==> src/rtl/i2c_calc_pkg.sv <==
// Shared types and register map for the I2C calculator target.
package i2c_calc_pkg;

  typedef enum logic [3:0] {
    ST_IDLE,
    ST_ADDR,
    ST_ADDR_ACK,
    ST_PTR,
    ST_PTR_ACK,
    ST_WR_DATA,
    ST_WR_ACK,
    ST_RD_DATA,
    ST_RD_ACK,
    ST_IGNORE
  } i2c_state_e;

  localparam logic [2:0] REG_OP     = 3'd0;
  localparam logic [2:0] REG_A      = 3'd1;
  localparam logic [2:0] REG_B      = 3'd2;
  localparam logic [2:0] REG_RES_LO = 3'd3;
  localparam logic [2:0] REG_RES_HI = 3'd4;

  // Read view of the register map; unmapped locations and unused op bits read as zero.
  function automatic logic [7:0] reg_read(
    input logic [2:0]  ptr,
    input logic [1:0]  op,
    input logic [7:0]  a,
    input logic [7:0]  b,
    input logic [15:0] res
  );
    logic [7:0] val;
    val = 8'h00;
    case (ptr)
      REG_OP:     val = {6'b0, op};
      REG_A:      val = a;
      REG_B:      val = b;
      REG_RES_LO: val = res[7:0];
      REG_RES_HI: val = res[15:8];
      default:    val = 8'h00;
    endcase
    return val;
  endfunction

endpackage

==> src/rtl/i2c_line_sync.sv <==
// SCL/SDA pad synchronizer with SCL edge and START/STOP condition detection.
module i2c_line_sync #(
  parameter int SYNC_STAGES = 2
) (
  input  logic clk,
  input  logic rst_n,
  input  logic scl_i,
  input  logic sda_i,
  output logic sda_s,
  output logic scl_rise,
  output logic scl_fall,
  output logic start_det,
  output logic stop_det
);

  logic [SYNC_STAGES-1:0] scl_sync;
  logic [SYNC_STAGES-1:0] sda_sync;
  logic                   scl_s;
  logic                   scl_q;
  logic                   sda_q;

  // Synchronizer chains plus one delayed copy of each line for edge detection.
  // NOTE: sequential state uses non-blocking assignments so every flop samples pre-edge values.
  always_ff @(posedge clk or negedge rst_n) begin
    if (!rst_n) begin
      // Reset to the idle-bus level so releasing reset never looks like a START.
      scl_sync <= '1;
      sda_sync <= '1;
      scl_q    <= 1'b1;
      sda_q    <= 1'b1;
    end else begin
      scl_sync <= {scl_sync[SYNC_STAGES-2:0], scl_i};
      sda_sync <= {sda_sync[SYNC_STAGES-2:0], sda_i};
      scl_q    <= scl_sync[SYNC_STAGES-1];
      sda_q    <= sda_sync[SYNC_STAGES-1];
    end
  end

  assign scl_s    = scl_sync[SYNC_STAGES-1];
  assign sda_s    = sda_sync[SYNC_STAGES-1];
  assign scl_rise = scl_s & ~scl_q;
  assign scl_fall = ~scl_s & scl_q;

  // SCL must be high on both samples, so an SDA change coinciding with an SCL
  // edge is treated as data, not as a bus condition.
  assign start_det = scl_s & scl_q & sda_q & ~sda_s;
  assign stop_det  = scl_s & scl_q & ~sda_q & sda_s;

endmodule

==> src/rtl/i2c_calc_target.sv <==
// I2C target front end: register file for opcode/operands, read-back of the 16-bit result.
module i2c_calc_target
  import i2c_calc_pkg::*;
#(
  parameter logic [6:0] TARGET_ADDR = 7'h2A,
  parameter int         SYNC_STAGES = 2
) (
  input  logic        clk,
  input  logic        rst_n,
  input  logic        scl_i,
  input  logic        sda_i,
  output logic        sda_oe,
  output logic [1:0]  op_o,
  output logic [7:0]  a_o,
  output logic [7:0]  b_o,
  output logic        go_o,
  input  logic [15:0] result_i,
  output logic        busy_o
);

  logic       sda_s;
  logic       scl_rise;
  logic       scl_fall;
  logic       start_det;
  logic       stop_det;

  i2c_state_e state;
  i2c_state_e state_next;

  logic [3:0]  bit_cnt;
  logic        bit_done;
  logic [7:0]  shift;
  logic [7:0]  tx_shift;
  logic [2:0]  pointer;
  logic [2:0]  ptr_inc;
  logic        ack_bit;
  logic [15:0] shadow;
  logic        wrote;
  logic [7:0]  rd_byte;

  logic        addr_match;
  logic        bus_end;
  logic        shift_in;
  logic        snapshot;
  logic        ptr_load;
  logic        ptr_advance;
  logic        byte_accept;
  logic        rd_load;

  i2c_line_sync #(
    .SYNC_STAGES(SYNC_STAGES)
  ) u_line_sync (
    .clk       (clk),
    .rst_n     (rst_n),
    .scl_i     (scl_i),
    .sda_i     (sda_i),
    .sda_s     (sda_s),
    .scl_rise  (scl_rise),
    .scl_fall  (scl_fall),
    .start_det (start_det),
    .stop_det  (stop_det)
  );

  assign bit_done   = (bit_cnt == 4'd8);
  assign addr_match = (shift[7:1] == TARGET_ADDR);
  assign ptr_inc    = pointer + 3'd1;
  assign bus_end    = start_det | stop_det;

  // State register.
  always_ff @(posedge clk or negedge rst_n) begin
    if (!rst_n) state <= ST_IDLE;
    else        state <= state_next;
  end

  // Next-state logic; byte phases end on the SCL fall after the 8th bit,
  // ACK phases on the following SCL fall. START/STOP override everything.
  always_comb begin
    // NOTE: default first so every path assigns state_next and no latch is inferred.
    state_next = state;
    case (state)
      ST_ADDR:     if (scl_fall && bit_done) state_next = addr_match ? ST_ADDR_ACK : ST_IGNORE;
      ST_ADDR_ACK: if (scl_fall)             state_next = shift[0] ? ST_RD_DATA : ST_PTR;
      ST_PTR:      if (scl_fall && bit_done) state_next = ST_PTR_ACK;
      ST_PTR_ACK:  if (scl_fall)             state_next = ST_WR_DATA;
      ST_WR_DATA:  if (scl_fall && bit_done) state_next = ST_WR_ACK;
      ST_WR_ACK:   if (scl_fall)             state_next = ST_WR_DATA;
      ST_RD_DATA:  if (scl_fall && bit_done) state_next = ST_RD_ACK;
      ST_RD_ACK:   if (scl_fall)             state_next = ack_bit ? ST_IGNORE : ST_RD_DATA;
      default:     state_next = state;
    endcase
    if (start_det)     state_next = ST_ADDR;
    else if (stop_det) state_next = ST_IDLE;
  end

  // Transition strobes driving the datapath.
  assign shift_in    = scl_rise && !bit_done &&
                       (state inside {ST_ADDR, ST_PTR, ST_WR_DATA});
  assign snapshot    = (state == ST_ADDR)    && (state_next == ST_ADDR_ACK) && shift[0];
  assign ptr_load    = (state == ST_PTR)     && (state_next == ST_PTR_ACK);
  assign byte_accept = (state == ST_WR_DATA) && (state_next == ST_WR_ACK);
  assign ptr_advance = ((state == ST_WR_ACK) && (state_next == ST_WR_DATA)) ||
                       ((state == ST_RD_ACK) && (state_next == ST_RD_DATA));
  assign rd_load     = (state != ST_RD_DATA) && (state_next == ST_RD_DATA);

  // Byte to transmit next: current pointer after the address ACK, pointer+1 after a read ACK.
  assign rd_byte = reg_read((state == ST_RD_ACK) ? ptr_inc : pointer, op_o, a_o, b_o, shadow);

  assign busy_o = state inside {ST_ADDR_ACK, ST_PTR, ST_PTR_ACK, ST_WR_DATA,
                                ST_WR_ACK, ST_RD_DATA, ST_RD_ACK};

  // Bit counter, receive shift register and controller ACK sample.
  always_ff @(posedge clk or negedge rst_n) begin
    if (!rst_n) begin
      bit_cnt <= 4'd0;
      shift   <= 8'h00;
      ack_bit <= 1'b1;
    end else begin
      if (start_det || (state_next != state)) begin
        bit_cnt <= 4'd0;
      end else if (scl_rise && !bit_done &&
                   (state inside {ST_ADDR, ST_PTR, ST_WR_DATA, ST_RD_DATA})) begin
        bit_cnt <= bit_cnt + 4'd1;
      end
      if (shift_in)                           shift   <= {shift[6:0], sda_s};
      if (scl_rise && (state == ST_RD_ACK))   ack_bit <= sda_s;
    end
  end

  // Transmit shifter and open-drain enable; the enable only moves on SCL fall
  // (or is released by a bus condition) so it never creates a false START/STOP.
  always_ff @(posedge clk or negedge rst_n) begin
    if (!rst_n) begin
      tx_shift <= 8'h00;
      sda_oe   <= 1'b0;
    end else begin
      if (rd_load)                                     tx_shift <= rd_byte;
      else if (scl_fall && (state == ST_RD_DATA) &&
               (state_next == ST_RD_DATA))             tx_shift <= {tx_shift[6:0], 1'b0};

      if (bus_end) begin
        sda_oe <= 1'b0;
      end else if (scl_fall) begin
        case (state_next)
          ST_ADDR_ACK, ST_PTR_ACK, ST_WR_ACK: sda_oe <= 1'b1;
          ST_RD_DATA: sda_oe <= rd_load ? ~rd_byte[7] : ~tx_shift[6];
          default:    sda_oe <= 1'b0;
        endcase
      end
    end
  end

  // Register pointer: loaded by the pointer byte, advanced per accepted/ACKed data byte.
  always_ff @(posedge clk or negedge rst_n) begin
    if (!rst_n)           pointer <= 3'd0;
    else if (ptr_load)    pointer <= shift[2:0];
    else if (ptr_advance) pointer <= ptr_inc;
  end

  // Register file, result shadow and commit pulse.
  always_ff @(posedge clk or negedge rst_n) begin
    if (!rst_n) begin
      // NOTE: these few registers are architectural outputs, so they are reset (unlike a RAM array).
      op_o   <= 2'd0;
      a_o    <= 8'h00;
      b_o    <= 8'h00;
      shadow <= 16'h0000;
      wrote  <= 1'b0;
      go_o   <= 1'b0;
    end else begin
      go_o <= bus_end & wrote;
      if (snapshot) shadow <= result_i;
      if (bus_end) begin
        wrote <= 1'b0;
      end else if (byte_accept) begin
        case (pointer)
          REG_OP: begin op_o <= shift[1:0]; wrote <= 1'b1; end
          REG_A:  begin a_o  <= shift;      wrote <= 1'b1; end
          REG_B:  begin b_o  <= shift;      wrote <= 1'b1; end
          default: ;
        endcase
      end
    end
  end

endmodule

==> config.mk <==
export PLATFORM = sky130hd
export DESIGN_NAME = i2c_calc_target
export DESIGN_NICKNAME = d
export VERILOG_FILES = /design/src/rtl/i2c_calc_pkg.sv /design/src/rtl/i2c_line_sync.sv /design/src/rtl/i2c_calc_target.sv
export SDC_FILE = /design/constraint.sdc
export NUM_CORES = 1
export LEC_CHECK = 0
export ABC_AREA = 1
export CAP_MARGIN = 20
export CORE_MARGIN = 4
export CORE_UTILIZATION = 45
export CTS_CLUSTER_SIZE = 25
export DETAILED_ROUTE_END_ITERATION = 7
export GPL_TIMING_DRIVEN = 0
export PLACE_DENSITY_LB_ADDON = 0.3
export RECOVER_POWER = 100
export SYNTH_ARGS = -nofsm -noshare
export SYNTH_HDL_FRONTEND = slang
export SYNTH_SLANG_ARGS = --single-unit
==> constraint.sdc <==
create_clock -name clk -period 2.8 [get_ports clk]
set_input_delay 0.56 -clock clk [delete_from_list [all_inputs] [get_ports clk]]
set_output_delay 0.56 -clock clk [all_outputs]
set_load 0.05 [all_outputs]
## Yosys cells after proc, flatten, opt, wreduce, memory -nomap -nowiden

Index checks and enable logic that the tools add are counted.

- Bits in registers: 70
- Latch bits: 0
- RAM bits: 0
- ROM bits: 0
- Input port bits: 20
- Memories kept: 0

- $add $sub $neg: 2
- $mul: 0
- Div/mod/pow operators: 0
- Order comparisons: 0
- Equal/unequal tests: 23
- Shift-type cells: 0
- Muxes and demuxes: 28
- Bitwise operators: 16
- Reductions and logical operators: 35

Operators with widths:

| operator | count |
|---|---|
| $mux 4 | 13 |
| $pmux 8 s5 | 1 |
| $eq 4x3->1 const B | 8 |
| $pmux 4 s7 | 1 |
| $logic_and 1x1->1 | 14 |
| $mux 7 | 2 |
| $eq 4x2->1 const B | 3 |
| $mux 3 | 4 |
| $reduce_bool 2->1 | 6 |
| $eq 3x2->1 const B | 3 |
| $reduce_and 3->1 | 3 |
| $and 1x1->1 | 8 |
| $eq 4x4->1 const B | 2 |
| $eq 7x6->1 const B | 1 |
| $not 1->1 | 7 |
| $reduce_bool 7->1 | 1 |
| $eq 3x1->1 const B | 2 |
| $logic_not 3->1 | 2 |
| $mux 1 | 6 |
| $reduce_or 3->1 | 2 |
| $add 4x1->4 const B | 1 |
| $eq 4x1->1 const B | 1 |
| $ne 4x3->1 const B | 1 |
| $ne 4x4->1 | 1 |
| 10 further kinds | 11 |

## Depth between registers and ports, before layout

- Depth in word-level cells: 13
- Gate-level depth with buffers: 16
- Mapped depth without buffers: 16

## Modules after synthesis

From an unflattened synthesis, not the netlist that was laid out.

- Cells, all modules: 482
- Area total of the unflattened synthesis: 3836.2 µm²

By module, submodules not included:

| module | instances | cells each | area an instance (µm²) | seq. area each (µm²) |
|---|---|---|---|---|
| i2c_calc_target | 1 | 465 | 3637.2 | 1602.8 |
| i2c_line_sync | 1 | 17 | 198.9 | 157.7 |

## Worst setup path after synthesis

Ideal clock, no wire load.

- Path kind: flip-flop to flip-flop
- Start point: reg bit_cnt[0]
- End point: reg tx_shift[6]
- Library setup time: 116 ps
- Arrival: 1821 ps
- Slack: 863 ps
- Stages on the path, launching flop included: 16
- Buffers on the path: 0
- Clock period less this slack: 1937 ps
- Cell sequence: dfrtp_1 > inv_1 > ha_1 > nand3_1 > nor2_2 > inv_1 > nor2_2 > nor2_1 > nand3_2 > nand2_1 > nor2_2 > nand3_2 > nand2_1 > nand2_1 > nand2_1 > nand2_1

- Word-level cells in the longest chain between the ends: 9
- Elaborated cells between the ends (all ways): 14
- Those cells by class: 2 x eq/ne; 8 x mux; 4 x reduce/logical

RTL lines:

| what | RTL line | RTL |
|---|---|---|
| start: declaration | i2c_calc_target.sv:30 | `logic [3:0] bit_cnt;` |
| start signal: assignment | i2c_calc_target.sv:122 | `bit_cnt <= bit_cnt + 4'd1;` |
| $eq 4x4->1 * | i2c_calc_target.sv:64 | `assign bit_done = (bit_cnt == 4'd8);` |
| $logic_and 1x1->1 * | - |  |
| $mux 4 (on tied branches) | - |  |
| $pmux 4 s7 * | i2c_calc_target.sv:80 | `case (state)` |
| $mux 4 * | i2c_calc_target.sv:92 | `else if (stop_det) state_next = ST_IDLE;` |
| $mux 4 * | i2c_calc_target.sv:91 | `if (start_det) state_next = ST_ADDR;` |
| $eq 4x3->1 * | i2c_calc_target.sv:103, i2c_calc_target.sv:138 |  |
| $logic_and 1x1->1 (on tied branches) | i2c_calc_target.sv:103, i2c_calc_target.sv:137 |  |
| $mux 7 or $reduce_bool 2->1 (tied branches) | - |  |
| end signal: assignment | i2c_calc_target.sv:136 | `if (rd_load) tx_shift <= rd_byte;` |
| end: declaration | i2c_calc_target.sv:33 | `logic [7:0] tx_shift;` |

Every way passes the cells marked *; elsewhere a longest branch is shown, timed or not.
A chain may end at the register's enable or synchronous reset.

## Worst setup path after layout

- Start point: reg state[1]
- End point: out busy_o

- Word-level cells in the longest chain between the ends: 2
- Elaborated cells between the ends (all ways): 8
- Those cells by class: 7 x eq/ne; 1 x reduce/logical

RTL lines:

| what | RTL line | RTL |
|---|---|---|
| start: declaration | i2c_calc_target.sv:27 | `i2c_state_e state;` |
| start signal: assignment | i2c_calc_target.sv:72 | `else state <= state_next;` |
| $eq 4x2->1 (tied with other cells) | i2c_calc_target.sv:108 | `assign busy_o = state inside {ST_ADDR_ACK, ST_PTR, ST_PTR_ACK, ST_WR_DATA,` |
| $reduce_bool 7->1 * | i2c_calc_target.sv:108 |  |
| end: declaration | i2c_calc_target.sv:18 | `output logic busy_o` |

Marks and branches as above.

==> flow_summary.toml <==
[placement]
post-dp-hpwl_mm = 6.56
gp_congestion = 0.886
portBuffers = 40
placed_area_mm2 = 0.00430

[yosys]
syn_nets = 502
syn_inst = 476
synth.distinct_cells = 33
syn-cell-area_mm2 = 0.00377
yosys_warnings = 0
synth.ff_latch_count = 70
yosysTopAreaCell = "dfrtp_1"
synth_edf_count = 0
yosys-top-cells-area = "dfrtp_1 42%, nand2_1 15%, o21ai_0 5.0%, dfstp_2 4.9%, nor2_1 4.9%"
synth_commonest_cells = "149 x nand2_1, 63 x dfrtp_1, 49 x nor2_1, 46 x inv_1, 38 x o21ai_0"
yosysTopAreaCellShare_pct = 41.8
synthMuxAreaShare_pct = 4.77
yosysMostFrequentCell = "nand2_1"
synth.yosys.seq_area_share_pct = 46.7
synth_top_family_by_area = "simple AND/OR/NAND/NOR gates"
synth_adder_area_share_pct = 1.99
syn_avg_cell_area_um2 = 7.93
synth_flop_cell = "dfrtp_1"
synth-xor-area-share_pct = 1.16
synthSimpleGateAreaFrac_pct = 30.9
async_flop_share_pct = 100
synth-compound-area-share_pct = 7.66

[layout]
n_antenna_cell = 0
multiInputGateArea_mm2 = 0.00173
seqCellArea_mm2 = 0.00176
final_util_pct = 54.8
syn_to_final_growth_pct = 18.6
nNetsFinal = 553
drive_above_1_share_pct = 13.9
nFillCells = 777
post-route-cell-area_mm2 = 0.00448

[clocking]
clkTransAtPathRegs_ns = 0.08
cts-root-buf = "clkbuf_8"
cts_resized = 0
cts.sinks = 70
cts_tree = "done"
cts_buffers = 9
clock_latency_ns = 0.34
hold_buffers = 0
cts_max_path_buffers = 2
post_cts_buffers = 0
htreeDepth = 3

[detailed_routing]
drc = 0
wl_mm = 8.63
drt_pass1_iterations = 5
antenna_left = 0
vias = 3238
drt_iter0_drc = 255
via_per_inst = 5.08
wl_per_cell_um = 13.5

[pwr]
ir_drop_uv = 325
switchingPower_uw = 1650
internal_power_uw = 2260
swShare_pct = 42.3
clkPwrFrac_pct = 20.8
comb_power_share_pct = 42.5
power.leakage_uw = 0.00221
powerDensity_mw_per_mm2 = 874
p_total_uw = 3910
seqPwrFrac_pct = 36.7

[status]
outcome = "complete, but fails checks"
violations = "capacitance limit, slew limit"

[timing]
hold_viol_final = 0
tightest_slew_ns = 1.71
relSlewSlack_pct = -14.1
fin_crit_ns = 2.63
slew_viol_final = 71
fin_skew_ns = 0.00899
setup_viol = 0
post-route-period-util_pct = 94.0
max_freq_mhz = 380
rsz0062_at_grt = "false"

[job]
maxCapViolations = 1

[critical_path]
reg2reg_depth = 15
cp_max_fo = 10
critPathTopFamily = "buffers and inverters"
worstPathArrival_ns = 2.07
cp-endpoint = "busy_o"
worst-path-buf-inv = 2
crit_path_top_delay_cell = "clkdlybuf4s50_1"
start_kind = "flip-flop"
r2r-start = "state[0]$_DFF_PN0_"
r2r_setup_slack_ns = 0.31
reg2reg_to = "tx_shift[5]$_DFFE_PN0P_"
timing_worst_setup_path_type = "reg -> out"
crit_cells = 5
crit_start = "state[1]$_DFF_PN0_"
cpPeakStageDelay_ns = 0.79
crit_chain = "buf_4, nor2_2, nand2_4, nand2_1, clkdlybuf4s50_1"
worstSetupEndpointType = "primary output"
crit_required_ns = 2.24

[floorplanning]
fp.dieH_um = 99.6
die_w_um = 99.6
io_pins = 41
core_mm2 = 0.00818
start_util_pct = 46.2
dieArea_mm2 = 0.00992
rows = 33

[global_route]
grt_pass1_wl_mm = 15.4
grt_pass1_vias = 3309
grt_max_degree = 71
antenna_found_initial = 0
grt_usage_pct = 19.3
overflow = 0

[hold_path]
min-delay-path-class = "reg -> reg"
-- metrics by stage --
| step | TNS, ns | hold WS (ns) | worst slack (ns) | instances |
|---|---|---|---|---|
| 2_1_floorplan | 0 | 0.264 | 0.863 | 476 |
| 5_1_grt | 0 | 0.368 | 0.0246 | 637 |
| 4_1_cts | 0 | 0.356 | 0.140 | 637 |
| 3_5_place_dp | 0 | 0.347 | 0.436 | 621 |
| 6_report | 0 | 0.363 | 0.167 | 637 |
| 3_3_place_gp | -73.22 | 0.346 | -1.13 | 621 |
-- per-layer routing --
metal / GRT usage [%] / part of all wire [%] / vias up
met2: 30.1 / 46 / 80
li1: - / - / 1619
met4: 7.88 / 2.8 / 0
met3: 3.79 / 4.6 / 24
met5: 0 / 0 / -
met1: 26.4 / 47 / 1515
-- sequential cells by signal, indices dropped and copies added, names as in the netlist --
| register | flops |
|---|---|
| shadow | 16 |
| a_o | 8 |
| u_line_sync.scl_sync | 2 |
| bit_cnt | 4 |
| u_line_sync.sda_q | 1 |
| op_o | 2 |
| ack_bit | 1 |
| shift | 8 |
| state | 4 |
| go_o | 1 |
| u_line_sync.sda_sync | 2 |
| u_line_sync.scl_q | 1 |
| tx_shift | 7 |
| sda_oe | 1 |
| wrote | 1 |
| b_o | 8 |
| pointer | 3 |
-- worst min-delay path by stage --
stage / startpoint / to / slack (ns) / cells past startpoint
2_1_floorplan: rst_n / a_o[0]$_DFFE_PN0P_ / 0.26 / 0
3_3_place_gp: u_line_sync.scl_sync[0]$_DFF_PN1_ / u_line_sync.scl_sync[1]$_DFF_PN1_ / 0.35 / 0
3_5_place_dp: u_line_sync.scl_sync[0]$_DFF_PN1_ / u_line_sync.scl_sync[1]$_DFF_PN1_ / 0.35 / 0
4_1_cts: rst_n / b_o[3]$_DFFE_PN0P_ / 0.36 / 1
5_1_grt: u_line_sync.scl_sync[0]$_DFF_PN1_ / u_line_sync.scl_sync[1]$_DFF_PN1_ / 0.37 / 0
6_report: u_line_sync.sda_sync[0]$_DFF_PN1_ / u_line_sync.sda_sync[1]$_DFF_PN1_ / 0.36 / 0
-- final cells by class --
class                           count  share of cell area [%]
Sequential cell                    70                    39.3
Multi-Input combinational cell    342                    38.7
Timing Repair Buffer               40                    8.83
Inverter                           58                    5.09
Tap cell                          105                    2.93
Clock buffer                        9                    2.77
Clock inverter                      7                    1.62
Buffer                              6                   0.699
-- cells in the final DEF (no fill, tap or decap), types with 2 or more instances in the layout --
| master | count |
|---|---|
| dlygate4sd3_1 | 22 |
| clkinv_2 | 2 |
| clkinvlp_4 | 2 |
| nand4_1 | 4 |
| ha_1 | 6 |
| nand2_2 | 7 |
| nand3_1 | 32 |
| nor2_1 | 50 |
| mux2_2 | 16 |
| clkbuf_1 | 3 |
| nor2_4 | 3 |
| clkbuf_2 | 2 |
| dfstp_2 | 5 |
| buf_4 | 2 |
| dfstp_1 | 2 |
| inv_4 | 2 |
| a21oi_1 | 6 |
| nor2_2 | 5 |
| o21ai_1 | 4 |
| inv_2 | 5 |
| clkdlybuf4s50_1 | 17 |
| clkbuf_8 | 9 |
| dfrtp_1 | 63 |
| a21oi_2 | 2 |
| xor2_1 | 5 |
| inv_6 | 2 |
| nand2_4 | 2 |
| o21ai_0 | 38 |
| nand2_1 | 150 |
| nand3_2 | 5 |
| inv_1 | 49 |
-- worst reg2reg max path, cell delays in order (launching register included) --
cell     delay, ns
dfrtp_1       0.46
inv_1         0.27
nand2_4       0.09
nor2_1        0.38
nand3_2       0.17
nand2_1       0.10
nor2_1        0.04
nand2_1       0.08
nand2_2       0.08
inv_1         0.10
nand2_2       0.08
nor2_4        0.18
nand2_2       0.17
nor2_1        0.14
nand2_1       0.06
nand2_1       0.05
-- power groups by stage --
stage	logic, µW	registers [µW]	clock network [µW]
global placement	1650	1450	0
global route	1920	1470	877
floorplan	1300	1430	0
detailed placement	1690	1460	0
CTS	1700	1440	836
finish	1660	1440	812
-- logic make-up after synthesis --
group                      after synthesis
buffers and inverters                   64
DFF                                     70
AOI/OAI and AO/OA                       54
adders and majority gates                6
xor gates and xnor gates                 5
muxes                                   16
and+or+nand+nor                        261
Power figures use the tool's default switching activity.
==> RTL edit 1, RTL diff (same flow settings) <==
Make the reset (`rst_n`) synchronous in 6 clocked blocks.
--- a/src/rtl/i2c_line_sync.sv
+++ b/src/rtl/i2c_line_sync.sv
@@ -21,7 +21,7 @@
 
   // Synchronizer chains plus one delayed copy of each line for edge detection.
   // NOTE: sequential state uses non-blocking assignments so every flop samples pre-edge values.
-  always_ff @(posedge clk or negedge rst_n) begin
+  always_ff @(posedge clk) begin
     if (!rst_n) begin
       // Reset to the idle-bus level so releasing reset never looks like a START.
       scl_sync <= '1;
--- a/src/rtl/i2c_calc_target.sv
+++ b/src/rtl/i2c_calc_target.sv
@@ -67,7 +67,7 @@
   assign bus_end    = start_det | stop_det;
 
   // State register.
-  always_ff @(posedge clk or negedge rst_n) begin
+  always_ff @(posedge clk) begin
     if (!rst_n) state <= ST_IDLE;
     else        state <= state_next;
   end
@@ -109,7 +109,7 @@
                                 ST_WR_ACK, ST_RD_DATA, ST_RD_ACK};
 
   // Bit counter, receive shift register and controller ACK sample.
-  always_ff @(posedge clk or negedge rst_n) begin
+  always_ff @(posedge clk) begin
     if (!rst_n) begin
       bit_cnt <= 4'd0;
       shift   <= 8'h00;
@@ -128,7 +128,7 @@
 
   // Transmit shifter and open-drain enable; the enable only moves on SCL fall
   // (or is released by a bus condition) so it never creates a false START/STOP.
-  always_ff @(posedge clk or negedge rst_n) begin
+  always_ff @(posedge clk) begin
     if (!rst_n) begin
       tx_shift <= 8'h00;
       sda_oe   <= 1'b0;
@@ -150,14 +150,14 @@
   end
 
   // Register pointer: loaded by the pointer byte, advanced per accepted/ACKed data byte.
-  always_ff @(posedge clk or negedge rst_n) begin
+  always_ff @(posedge clk) begin
     if (!rst_n)           pointer <= 3'd0;
     else if (ptr_load)    pointer <= shift[2:0];
     else if (ptr_advance) pointer <= ptr_inc;
   end
 
   // Register file, result shadow and commit pulse.
-  always_ff @(posedge clk or negedge rst_n) begin
+  always_ff @(posedge clk) begin
     if (!rst_n) begin
       // NOTE: these few registers are architectural outputs, so they are reset (unlike a RAM array).
       op_o   <= 2'd0;
Behaviour: same outputs for any inputs over 10 cycles, from zero or initial values and one cycle with rst_n low; that may be too few to reach the edited logic, so the function may still have changed.
==> RTL edit 1 against the original RTL <==
Total power is 11% lower; cell area hardly changed; sequential cell count stayed put; wire length is 12% higher; via count is 16% higher; worst setup slack better by 240 ps; area after synthesis is 0.40% higher; sequential power is 25% lower; worst hold slack better by 54 ps; final cell count is 15% higher; critical path type unchanged; critical endpoint unchanged; first-iteration DRC count is 26% lower.
==> RTL edit 1: results (changes against the original RTL) <==
Net count after synthesis: 599 (+19%)
Worst Reg2Reg Path Length in Cells: 16 (+1)
Max reg flops: 16 (unchanged)
GR Layer Usage met1: 27.9% (+1.5 points)
Number of gates resized after CTS: 0 (unchanged)
Worst VDD drop: 0.515 mV (+59%)
Worst-path clk slew: 80 ps (about the same)
Cell variety after synth: 33 (unchanged)
Worst hold path depth: 1 (+1)
Fin. Hold Viols: 0 (unchanged)
Share of layout cells above drive strength 1: 10.2% (-3.7 points)
Internal power: 1.96 mW (-13%)
Clock share of power: 24.3% (+3.5 points)
Final setup skew: 8.22 ps (-0.770 ps)
Final wirelength: 9680 um (+12%)
Global-route wire length before repair: 16200 um (+5.1%)
Metal-1 WL: 4630 um (+14%)
GRT Overall Usage: 20.3% (+0.98 points)
Worst skew pair latency: 350 ps
DR vias: 3742 (+16%)
Port Buf Inserts: 39 (-2.5%)
Logic pwr share: 44.7% (+2.2 points)
Synth cell count leaders: 143 x nand2_1, 79 x inv_1, 73 x nor2_1, 70 x dfxtp_1, 54 x a21oi_1
Hold Crit Start: u_line_sync.sda_sync[0]$_SDFF_PN1_
Final ANT Viol Nets: 0 (unchanged)
Largest Register: shadow
Ys flop type: dfxtp_1
# fillers: 814 (+4.8%)
Flop-to-flop setup slack: 480 ps (+170 ps)
Run status: complete, no violations
DP HPWL: 7640 um (+16%)
First DRT Iteration DRCs: 188 (-26%)
WL met2: 4370 um (+11%)
Worst R2R Start: bit_cnt[0]$_SDFFE_PP0P_
Met3 Usage GRT: 2.95% (-0.84 points)
First-pass DRT Iterations: 4 (-1)
Ys async rst share: 0% (-100 points)
Synth area leaders: dfxtp_1 37%, nand2_1 14%, inv_1 7.8%
Slew HR: 47.3% (+61 points)
Met2 usage: 32.7% (+2.6 points)
Yosys warns: 0 (unchanged)
Critical-path maximum fanout: 10 (unchanged)
Largest net degree at the start of global routing: 14 (-80%)
Vias in the first global route: 3449 (+4.2%)
CTS Buf Count: 9 (unchanged)
# diodes: 0 (unchanged)
Final Net Count: 649 (+17%)
R2R Path End: pointer[0]$_SDFFE_PN0P_
CTS Sinks: 70 (unchanged)
Met3 WL: 544 um (+36%)
Hold Path Sink: u_line_sync.sda_sync[1]$_SDFF_PN1_
Routability cong.: 0.910 (+2.8%)
Register area share after synthesis: 37.0% (-9.7 points)
Switching power: 1.52 mW (-8.2%)
Leakage: 1.85 nW (-17%)
Worst Setup SP: state[0]$_SDFF_PN0_
## RTL edit 1: cell types whose count changed in the layout (fill, tap and decap cells not counted), moves of 8 or more
cell      change
a21oi_1      +48
clkbuf_1      +8
dfrtp_1      -63
dfxtp_1      +70
inv_1        +30
mux2_2       -16
nor2_1       +25
## RTL edit 1: layout make-up
cell class	count	area, sq um	area share, %
multi-input combinational	402	1960	43.7
clock buffer	10	138	3.07
sequential	70	1400	31.3
buffer	16	78.8	1.76
inverter	85	319	7.12
tap	105	131	2.93
timing repair buffer	39	384	8.58
clock inverter	6	68.8	1.54
## RTL edit 1: worst max path at each step
stage                              endpoint  slack, ps
detailed placement                   busy_o        460
CTS                                  busy_o         70
global placement                     busy_o        450
finish                               busy_o        400
global route        pointer[1]$_SDFFE_PN0P_        230
floorplan           pointer[0]$_SDFFE_PN0P_       1000
## RTL edit 1: kinds of logic after synthesis
logic type	Yosys count	synth area share, %
AND/OR/NAND/NOR	292	34.8
buffers and inverters	101	10.5
flip-flops	70	37.0
adder cells (fa/ha/maj)	6	1.98
XOR/XNOR	4	0.925
AO/OA/AOI/OAI	100	14.8
## RTL edit 1: stage by stage
step / worst slack, ps / cells / util [%] / hold WS [ps] / cell area [sq um]
final: 403 / 733 / 54.5 / 417 / 4480
after global routing: 233 / 733 / 54.5 / 423 / 4480
after CTS: 69.9 / 733 / 55.0 / 418 / 4520
after detailed placement: 457 / 717 / 52.5 / 400 / 4310
after global placement: 451 / 717 / 52.5 / 403 / 4310
after floorplan: 999 / 573 / - / 393 / 3790
## RTL edit 1: worst max-delay path: stages (launching register included)
cell	delay, ps
dfxtp_1	300
buf_2	180
nor2_4	200
nand2_2	120
buf_6	160
nand2_1	60
clkbuf_1	470
==> RTL edit 2, RTL diff (config.mk and constraints unchanged) <==
Without the edit above. `SYNC_STAGES` is set to 2 in 2 places; all go to 4.
--- a/src/rtl/i2c_line_sync.sv
+++ b/src/rtl/i2c_line_sync.sv
@@ -1,6 +1,6 @@
 // SCL/SDA pad synchronizer with SCL edge and START/STOP condition detection.
 module i2c_line_sync #(
-  parameter int SYNC_STAGES = 2
+  parameter int SYNC_STAGES = 4
 ) (
   input  logic clk,
   input  logic rst_n,
--- a/src/rtl/i2c_calc_target.sv
+++ b/src/rtl/i2c_calc_target.sv
@@ -3,7 +3,7 @@
   import i2c_calc_pkg::*;
 #(
   parameter logic [6:0] TARGET_ADDR = 7'h2A,
-  parameter int         SYNC_STAGES = 2
+  parameter int         SYNC_STAGES = 4
 ) (
   input  logic        clk,
   input  logic        rst_n,
Behaviour: no difference found for any inputs over 10 cycles, from zero or initial values and one cycle with rst_n low; that may be too few to reach the edited logic, so the function may still have changed.
==> RTL edit 2 against the original RTL <==
The flow still finishes with violations (capacitance limit, slew limit); sequential cell count up 4; register-to-register slack better by 30 ps; area after synthesis up 0.96%; via count up 0.86%; worst setup slack better by 78 ps; count of clock-buffer cells in the layout unchanged; cell area up 1.1%; total power down 4.9%; wire length up 3.9%; maximum frequency up 3.0%.
==> RTL edit 2: results (changes against the original RTL) <==
Net count after synthesis: 490 (-2.4%)
Worst Reg2Reg Path Length in Cells: 9 (-6)
# placed instances: 610 (-1.8%)
# fillers: 782 (+0.64%)
DR vias: 3266 (+0.86%)
Mux contribution to synthesized area: 4.73% (-0.045 points)
CP max stage delay: 540 ps (-250 ps)
Number of gates resized after CTS: 1 (+1)
Flop-to-flop setup slack: 340 ps (+30 ps)
Synth Area in Adders: 1.97% (-0.019 points)
Synth area leaders: dfrtp_1 41%, nand2_1 14%, dfstp_2 7.6%
Compound-Gate Fraction of Synth Area: 9.82% (+2.2 points)
Max-Cap Viols: 1 (unchanged)
Setup Buffers After CTS: 0 (unchanged)
First-pass DRT Iterations: 5 (unchanged)
Run status: complete, but fails checks
Routability cong.: 0.917 (+3.5%)
Worst VDD drop: 0.412 mV (+27%)
Hold Path Sink: u_line_sync.sda_sync[2]$_DFF_PN1_
First DRT Iteration DRCs: 208 (-18%)
DP HPWL: 6890 um (+5.0%)
Slew @ Worst Pin: 1660 ps (-53.4 ps)
Synth cell count leaders: 139 x nand2_1, 63 x dfrtp_1, 49 x o21ai_0, 48 x inv_1, 37 x nor2_1
Hold Crit Start: u_line_sync.sda_sync[1]$_DFF_PN1_
Share of layout cells above drive strength 1: 13.2% (-0.67 points)
XOR/XNOR share of the synthesized area: 1.15% (-0.011 points)
Final Hold Slack: 358 ps (-5.10 ps)
Final WS setup: 245 ps (+77.7 ps)
Worst-path clk slew: 80 ps (about the same)
Final Net Count: 542 (-2.0%)
Register area share after synthesis: 49.0% (+2.3 points)
R2R Path End: shadow[13]$_DFFE_PN0P_
Global-route wire length before repair: 15700 um (+2.1%)
Routed len/inst: 14.3 um (+5.8%)
Post-Layout Cell Count: 626 (-1.7%)
Largest net degree at the start of global routing: 46 (-35%)
Worst Setup SP: state[3]$_DFF_PN0_
Clock Tree Buf Depth: 2 (unchanged)
Post-synthesis average cell area: 8.21 sq um (+3.6%)
Internal power: 2.21 mW (-2.1%)
CTS HTree Levels: 3 (unchanged)
CTS Buf Count: 9 (unchanged)
Leakage: 2.18 nW (-1.4%)
Final setup skew: 12.5 ps (+3.55 ps)
Slowest cell on the critical path: dfrtp_1
DP Worst Slack: 351 ps (-85.1 ps)
Failing checks: capacitance limit, slew limit
Antenna violations before repair: 0 (unchanged)
Arr. time, crit path: 2000 ps (-70 ps)
Worst R2R Start: bit_cnt[0]$_DFFE_PN0P_
Fin. max-slew vios: 30 (-58%)
GRT Overall Usage: 19.8% (+0.53 points)
RTL edit 2: changes by cell type in the layout (fill, tap and decap cells not counted), moves of 3 or more:
| cell | before | now |
|---|---|---|
| nand2_2 | 7 | 2 |
| o21ai_2 | 0 | 3 |
| nor2_1 | 50 | 40 |
| nand4_1 | 4 | 7 |
| nand3_2 | 5 | 1 |
| o21ai_0 | 38 | 52 |
| nand2_1 | 150 | 141 |
| dfstp_2 | 5 | 9 |
| o21ai_1 | 4 | 0 |
RTL edit 2: power groups by stage:
| stage | clock network [mW] | logic (mW) | registers [mW] |
|---|---|---|---|
| after floorplan | 0 | 1.10 | 1.47 |
| after global placement | 0 | 1.43 | 1.50 |
| after detailed placement | 0 | 1.47 | 1.50 |
| after CTS | 0.840 | 1.47 | 1.48 |
| after global routing | 0.888 | 1.62 | 1.51 |
| final | 0.812 | 1.43 | 1.48 |
RTL edit 2: area by class of cell:
type	count	share of cell area (%)
plain buffers	7	0.857
repair buffers	41	9.12
inverters	53	4.45
well taps	105	2.90
clock buffers	9	2.74
flip-flops and latches	74	41.2
clock inverters	7	1.52
multi-input cells	330	37.2
RTL edit 2: per-layer routing:
metal	global-route usage (%)	routed length, um
met1	27.9	4210
met2	31.0	4180
met3	3.27	434
met4	7.25	148
met5	0	0
RTL edit 2: kinds of logic (layout without fill, tap and decap cells):
kind of cell	after synthesis	in the layout
xor+xnor	5	5
mux	16	16
fa+ha+maj	6	6
simple gates	235	235
flops	74	74
compound gates	68	68
buf+inv	60	117
RTL edit 2: stage by stage:
step                      instance area (sq um)  util (%)
after global routing                       4530      55.1
after detailed placement                   4360      53.1
final                                      4530      55.1
after global placement                     4340      52.8
after floorplan                            3810         -
after CTS                                  4550      55.4
